**src/rtl/seg_readback_monitor.sv**
```systemverilog
// seg_readback_monitor
//   Samples six active-low 7-segment buses, waits for the pattern to settle
//   for STABLE_CYCLES samples, decodes it back to a 6-digit BCD value and
//   reports new values (bcd_valid) or non-digit patterns (illegal).
//   Optional feature macro: STEP_CHECK_EN -- when defined, every update after
//   the first must advance by exactly one BCD count (or return to 000000);
//   otherwise the sticky step_err flag is raised.
module seg_readback_monitor #(
  parameter int STABLE_CYCLES = 4,
  parameter int CNT_W         = 16
) (
  input  logic             clk,
  input  logic             rst,
  input  logic [6:0]       seg_1,
  input  logic [6:0]       seg_2,
  input  logic [6:0]       seg_3,
  input  logic [6:0]       seg_4,
  input  logic [6:0]       seg_5,
  input  logic [6:0]       seg_6,
  output logic [23:0]      bcd,
  output logic             bcd_valid,
  output logic             illegal,
  output logic             step_err,
  output logic [CNT_W-1:0] cap_cnt
);

  localparam logic [7:0] STAB_MAX = 8'(STABLE_CYCLES);

  // Index 5 holds seg_1 (most significant digit), index 0 holds seg_6.
  logic [5:0][6:0]  samp_q, samp_d;
  logic [5:0][6:0]  prev_q, prev_d;
  logic [7:0]       stab_q, stab_d;
  logic [23:0]      bcd_q, bcd_d;
  logic             bcd_valid_q, bcd_valid_d;
  logic             illegal_q, illegal_d;
  logic             have_prev_q, have_prev_d;
  logic [CNT_W-1:0] cap_cnt_q, cap_cnt_d;

  logic [5:0][3:0]  dec;
  logic [5:0]       dig_ok;
  logic             capture;
  logic             update;

  // Active-low gfedcba pattern to {legal, digit}; anything else is not a digit.
  function automatic logic [4:0] seg_decode(input logic [6:0] s);
    logic [4:0] r;
    case (s)
      7'b1000000: r = {1'b1, 4'd0};
      7'b1111001: r = {1'b1, 4'd1};
      7'b0100100: r = {1'b1, 4'd2};
      7'b0110000: r = {1'b1, 4'd3};
      7'b0011001: r = {1'b1, 4'd4};
      7'b0010010: r = {1'b1, 4'd5};
      7'b0000010: r = {1'b1, 4'd6};
      7'b1111000: r = {1'b1, 4'd7};
      7'b0000000: r = {1'b1, 4'd8};
      7'b0010000: r = {1'b1, 4'd9};
      default:    r = {1'b0, 4'd0};
    endcase
    return r;
  endfunction

  // Saturating increment for the capture counter.
  function automatic logic [CNT_W-1:0] sat_inc(input logic [CNT_W-1:0] v);
    if (&v) return v;
    return v + 1'b1;
  endfunction

  // Input register stage and stability counter.
  always_comb begin
    samp_d = {seg_1, seg_2, seg_3, seg_4, seg_5, seg_6};
    prev_d = samp_q;
    if (samp_q != prev_q) begin
      stab_d = 8'd1;
    end else if (stab_q < STAB_MAX) begin
      stab_d = stab_q + 8'd1;
    end else begin
      stab_d = stab_q;
    end
  end

  // Per-digit decode of the registered sample.
  always_comb begin
    dec    = '0;
    dig_ok = '0;
    for (int i = 0; i < 6; i++) begin
      {dig_ok[i], dec[i]} = seg_decode(samp_q[i]);
    end
  end

  // Capture: fires once per stable episode, when stab first reaches STAB_MAX.
  always_comb begin
    capture     = (stab_d == STAB_MAX) && (stab_q != STAB_MAX);
    update      = 1'b0;
    bcd_d       = bcd_q;
    bcd_valid_d = 1'b0;
    illegal_d   = 1'b0;
    have_prev_d = have_prev_q;
    cap_cnt_d   = cap_cnt_q;
    if (capture) begin
      if (!(&dig_ok)) begin
        illegal_d = 1'b1;
      end else if (!(have_prev_q && (dec == bcd_q))) begin
        update      = 1'b1;
        bcd_d       = dec;
        bcd_valid_d = 1'b1;
        have_prev_d = 1'b1;
        cap_cnt_d   = sat_inc(cap_cnt_q);
      end
    end
  end

`ifdef STEP_CHECK_EN
  logic step_err_q, step_err_d;

  // Six-digit BCD increment with per-digit carry; 999999 wraps to 000000.
  function automatic logic [23:0] bcd_inc(input logic [23:0] v);
    logic [23:0] r;
    logic        c;
    r = v;
    c = 1'b1;
    for (int i = 0; i < 6; i++) begin
      if (c) begin
        if (r[4*i +: 4] == 4'd9) begin
          r[4*i +: 4] = 4'd0;
        end else begin
          r[4*i +: 4] = r[4*i +: 4] + 4'd1;
          c           = 1'b0;
        end
      end
    end
    return r;
  endfunction

  // Sticky sequence check; a return to 000000 is treated as a counter clear.
  always_comb begin
    step_err_d = step_err_q;
    if (update && have_prev_q &&
        !((dec == bcd_inc(bcd_q)) || (dec == 24'h000000))) begin
      step_err_d = 1'b1;
    end
  end

  // Step error flag register.
  always_ff @(posedge clk or negedge rst) begin
    if (!rst) begin
      step_err_q <= 1'b0;
    end else begin
      step_err_q <= step_err_d;
    end
  end

  assign step_err = step_err_q;
`else
  assign step_err = 1'b0;
`endif

  // State registers; reset discards any pending episode.
  always_ff @(posedge clk or negedge rst) begin
    if (!rst) begin
      samp_q      <= {6{7'h7F}};
      prev_q      <= {6{7'h7F}};
      stab_q      <= 8'd0;
      bcd_q       <= 24'h000000;
      bcd_valid_q <= 1'b0;
      illegal_q   <= 1'b0;
      have_prev_q <= 1'b0;
      cap_cnt_q   <= '0;
    end else begin
      samp_q      <= samp_d;
      prev_q      <= prev_d;
      stab_q      <= stab_d;
      bcd_q       <= bcd_d;
      bcd_valid_q <= bcd_valid_d;
      illegal_q   <= illegal_d;
      have_prev_q <= have_prev_d;
      cap_cnt_q   <= cap_cnt_d;
    end
  end

  assign bcd       = bcd_q;
  assign bcd_valid = bcd_valid_q;
  assign illegal   = illegal_q;
  assign cap_cnt   = cap_cnt_q;

endmodule

```
**config.mk**
```make
export PLATFORM = sky130hd
export DESIGN_NAME = seg_readback_monitor
export DESIGN_NICKNAME = d
export VERILOG_FILES = /design/src/rtl/seg_readback_monitor.sv
export SDC_FILE = /design/constraint.sdc
export NUM_CORES = 1
export LEC_CHECK = 0
export CAP_MARGIN = 15
export CORE_ASPECT_RATIO = 0.9
export CORE_MARGIN = 2
export CORE_UTILIZATION = 40
export CTS_BUF_LIST = sky130_fd_sc_hd__clkbuf_2
export CTS_CLUSTER_SIZE = 8
export DETAILED_ROUTE_END_ITERATION = 7
export PLACE_DENSITY_LB_ADDON = 0.12
export SYNTH_ARGS = -nofsm -noshare
export SYNTH_HDL_FRONTEND = slang
export SYNTH_SLANG_ARGS = --single-unit
```
**constraint.sdc**
```tcl
create_clock -name clk -period 7.4 [get_ports clk]
set_clock_uncertainty 0.15 [all_clocks]
set_input_delay 1.48 -clock clk [delete_from_list [all_inputs] [get_ports clk]]
set_output_delay 1.48 -clock clk [all_outputs]
set_load 0.01 [all_outputs]
```
==> results_tabular.tex <==
\begin{tabular}{lr}
\hline
Metric & Value \\
\hline
\multicolumn{2}{l}{\textbf{Detailed routing}} \\
Number of DRC violations after detailed-routing iteration 0 & 375 \\
Number of detailed-route iterations in the first pass & 5 \\
Final antenna-violating net count & 0 \\
Routed length per instance & 18.2 um \\
Aggregate routed wire length & 15.8 mm \\
DRC & 0 \\
Avg Vias per Cell & 5.50 \\
Overall via count from detail\_route & 4780 \\
\multicolumn{2}{l}{\textbf{Power and ir drop}} \\
PwrDens & 172 mW/mm\^{}2 \\
Leakage power total & 0.00315 uW \\
Total power consumption of the routed design & 1320 uW \\
Max rail drop VDD & 115 uV \\
\multicolumn{2}{l}{\textbf{Clock tree}} \\
Cts hold-fix bufs & 0 \\
Clock tree buffer depth & 2 \\
Clock tree from TritonCTS & yes \\
\# resized after CTS & 0 \\
Clock-pin slew of the registers on the worst-case setup and hold paths & 180 ps \\
Root Driver & sky130\_fd\_sc\_hd\_\_clkbuf\_2 \\
Total setup buffers inserted after CTS & 0 \\
Number of buffers added by the clock tree synthesis step & 17 \\
Deepest level of the CTS H-tree & 4 \\
Sink Count & 135 \\
Worst-skew pair later-pin latency & 670 ps \\
\multicolumn{2}{l}{\textbf{Synth}} \\
Cell type with the largest total area after synthesis & sky130\_fd\_sc\_hd\_\_dfstp\_2 \\
Number of nets produced by synthesis & 630 \\
Number of cells produced by synthesis & 583 \\
Most used flip-flop cell after synthesis & sky130\_fd\_sc\_hd\_\_dfstp\_2 \\
Most area-consuming cells after synthesis & sky130\_fd\_sc\_hd\_\_dfstp\_2 (34\%), sky130\_fd\_sc\_hd\_\_dfrtp\_1 (20\%), sky130\_fd\_sc\_hd\_\_xor2\_1 (6.4\%) \\
Post-synthesis share of cell area spent on and, or, nand and nor gates & 19.2\% \\
Most instantiated cells after synthesis & sky130\_fd\_sc\_hd\_\_dfstp\_2 (84), sky130\_fd\_sc\_hd\_\_dfrtp\_1 (51), sky130\_fd\_sc\_hd\_\_xor2\_1 (48) \\
Sequential-to-total area share from yosys stat & 53.3\% \\
Share of cell area taken by muxes after synthesis & 3.65\% \\
Count of flip-flops with a built-in enable after synthesis & 0 \\
Arithmetic-cell share of the synthesized area counting full adders, half adders and majority gates & 0.574\% \\
Fraction of registers with async set or reset after synthesis & 100\% \\
Library cells used by synthesis & 76 \\
Xor-xnor portion of the synthesized cell area & 9.24\% \\
Cell with the most instances after synthesis & sky130\_fd\_sc\_hd\_\_dfstp\_2 \\
Synth warn & 0 \\
Mapped Area & 0.00654 mm\^{}2 \\
Post-synthesis area per instance & 11.2 um\^{}2 \\
Post-synthesis compound-gate area fraction & 10.4\% \\
Largest family of logic cells by synthesized area & simple AND/OR/NAND/NOR gates \\
Yosys reg bits & 135 \\
Post-synth top area share & 33.8\% \\
\multicolumn{2}{l}{\textbf{Place}} \\
HPWL after detailed placement & 11.5 mm \\
Final Wtd Congestion & 0.917 \\
DP Worst Slack & 3000 ps \\
PortBufs & 85 \\
\multicolumn{2}{l}{\textbf{Floorplanning}} \\
Site row count & 44 \\
Die area & 0.0174 mm\^{}2 \\
Starting utilization of the core area & 40.7\% \\
I/O pin count & 87 \\
Die Height & 125 um \\
Core Footprint & 0.0161 mm\^{}2 \\
Overall die width & 139 um \\
\multicolumn{2}{l}{\textbf{STA}} \\
Post-route minimum period & 4440 ps \\
Measured slew at the worst slew-check pin & 956 ps \\
Post-route setup slack & 2960 ps \\
Count of final setup violators & 0 \\
RSZ-0062 raised after global routing & false \\
Number of pins exceeding their max-slew limit in the final report & 0 \\
Rel. slew slack & 36.0\% \\
Period Utilization, post-route & 60.1\% \\
Fmax & 225 MHz \\
Hold Vio Cnt, Final & 0 \\
Setup TNS & 0 ps \\
\multicolumn{2}{l}{\textbf{Setup path}} \\
Critical Path Start Type & register \\
Setup crit end kind & register \\
Kind of critical path & reg -> reg \\
Peak fanout along the critical path & 36 \\
Data arrival time of the worst path & 4880 ps \\
CP required & 7830 ps \\
\multicolumn{2}{l}{\textbf{Global routing}} \\
Global-route wire length before repair & 25.6 mm \\
Remaining global-route overflow & 0 \\
Met2 GRT Util & 28.0\% \\
Global routing met3 resource utilization & 5.21\% \\
GRT met1 Usage & 27.5\% \\
GR peak layer & met2 \\
Number of antenna violations at the first check in global routing & 0 \\
Maximum number of pins on one net before global-route repair & 74 \\
Number of global-route vias before repair & 4593 \\
Total track usage & 18.9\% \\
\multicolumn{2}{l}{\textbf{Status}} \\
Status & complete, no violations \\
\multicolumn{2}{l}{\textbf{Cells and area}} \\
Final nets & 697 \\
Number of antenna cells inserted & 0 \\
Synthesis-to-finish area growth & 17.8\% \\
Number of filler cells placed in the layout & 1482 \\
Final Core Density & 47.9\% \\
Share of layout cells above drive strength 1 & 21.1\% \\
\multicolumn{2}{l}{\textbf{Run}} \\
Max-capacitance violation count & 0 \\
\multicolumn{2}{l}{\textbf{Min path}} \\
Hold/Removal Path Class & reg -> reg \\
\hline
\end{tabular}
-- routing by layer --
layer | up-vias | part of all wire [%]
met4 | 0 | 1.0
met2 | 153 | 45
met3 | 9 | 6.6
met5 | - | 0
met1 | 2379 | 47
li1 | 2239 | -
-- registers in the layout, indices dropped and copies added, names as in the netlist --
name,cells
bcd,24
bcd_valid,1
cap_cnt,16
have_prev_q,1
illegal,1
prev_d,42
prev_q,42
stab_q,8
-- worst max-delay path, cell delays in order, from the launching register on --
cell                      delay [ps]
sky130_fd_sc_hd__dfstp_2         440
sky130_fd_sc_hd__or4_1           600
sky130_fd_sc_hd__o31a_1          270
sky130_fd_sc_hd__nor3_1          270
sky130_fd_sc_hd__nand4_1         150
sky130_fd_sc_hd__or4_4           590
sky130_fd_sc_hd__o41ai_4         920
sky130_fd_sc_hd__buf_4           490
sky130_fd_sc_hd__nor2_1          150
sky130_fd_sc_hd__mux2_4          310
-- where the power goes --
part           total (uW)  internal, uW  switching [uW]
Clock                 398           155             243
Sequential            821           782            39.0
Combinational         102          51.8            50.5
-- per-stage QoR --
stage / instances / area (um^2) / hold slack [ps]
2_1_floorplan: 583 / 6540 / 202
3_3_place_gp: 837 / 7500 / 241
3_5_place_dp: 837 / 7500 / 245
4_1_cts: 868 / 7690 / 267
5_1_grt: 869 / 7700 / 273
6_report: 869 / 7700 / 264
-- cell usage in the layout, fill, tap and decap left out, types with 6 or more instances in the layout --
| cell | count |
|---|---|
| sky130_fd_sc_hd__dfstp_2 | 84 |
| sky130_fd_sc_hd__dfrtp_1 | 51 |
| sky130_fd_sc_hd__o21ai_0 | 15 |
| sky130_fd_sc_hd__nor3_1 | 16 |
| sky130_fd_sc_hd__nor4_1 | 22 |
| sky130_fd_sc_hd__nand2b_1 | 8 |
| sky130_fd_sc_hd__clkbuf_2 | 23 |
| sky130_fd_sc_hd__nor2_1 | 19 |
| sky130_fd_sc_hd__or3_1 | 6 |
| sky130_fd_sc_hd__or4_1 | 12 |
| sky130_fd_sc_hd__mux2i_1 | 10 |
| sky130_fd_sc_hd__nand4_1 | 10 |
| sky130_fd_sc_hd__nand3_1 | 15 |
| sky130_fd_sc_hd__nor2b_1 | 7 |
| sky130_fd_sc_hd__and3_1 | 11 |
| sky130_fd_sc_hd__nor3b_1 | 8 |
| sky130_fd_sc_hd__o31a_1 | 8 |
| sky130_fd_sc_hd__clkdlybuf4s50_1 | 84 |
| sky130_fd_sc_hd__nand2_1 | 27 |
| sky130_fd_sc_hd__xnor2_1 | 21 |
| sky130_fd_sc_hd__a21oi_1 | 6 |
| sky130_fd_sc_hd__and2_1 | 10 |
| sky130_fd_sc_hd__xor2_1 | 48 |
| sky130_fd_sc_hd__inv_1 | 19 |
| sky130_fd_sc_hd__mux2_2 | 11 |
-- path summary, 6_finish.rpt --
check | from | endpoint | slack [ps] | cells after the start
worst max-delay path | prev_d[23]$_DFF_PN1_ | cap_cnt[1]$_DFFE_PN0P_ | 2960 | 9
worst min-delay path | prev_d[29]$_DFF_PN1_ | prev_q[29]$_DFF_PN1_ | 260 | 0
worst max register to register | prev_d[23]$_DFF_PN1_ | cap_cnt[1]$_DFFE_PN0P_ | 2960 | 9
worst min register to register | prev_d[29]$_DFF_PN1_ | prev_q[29]$_DFF_PN1_ | 260 | 0
max in group asynchronous | rst | bcd[11]$_DFFE_PN0P_ | 5220 | 2
min in group asynchronous | rst | bcd[12]$_DFFE_PN0P_ | 610 | 1
-- area by class of cell --
type / count / area [um^2] / area share, %
Sequential cell: 135 / 3480 / 45.2
Inverter: 19 / 71.3 / 0.926
Clock inverter: 8 / 83.8 / 1.09
Tap cell: 207 / 259 / 3.36
Clock buffer: 23 / 115 / 1.49
Timing Repair Buffer: 88 / 875 / 11.4
Multi-Input combinational cell: 389 / 2820 / 36.5
-- cells by family (layout without fill, tap and decap cells) --
family,Yosys count,count (layout)
compound gates,87,87
xor+xnor,69,69
fa+ha+maj,3,3
buf+inv,59,138
flops,135,135
mux,22,22
other cells,1,1
simple gates,207,207
Note: power is estimated with default switching activity, not from simulation.
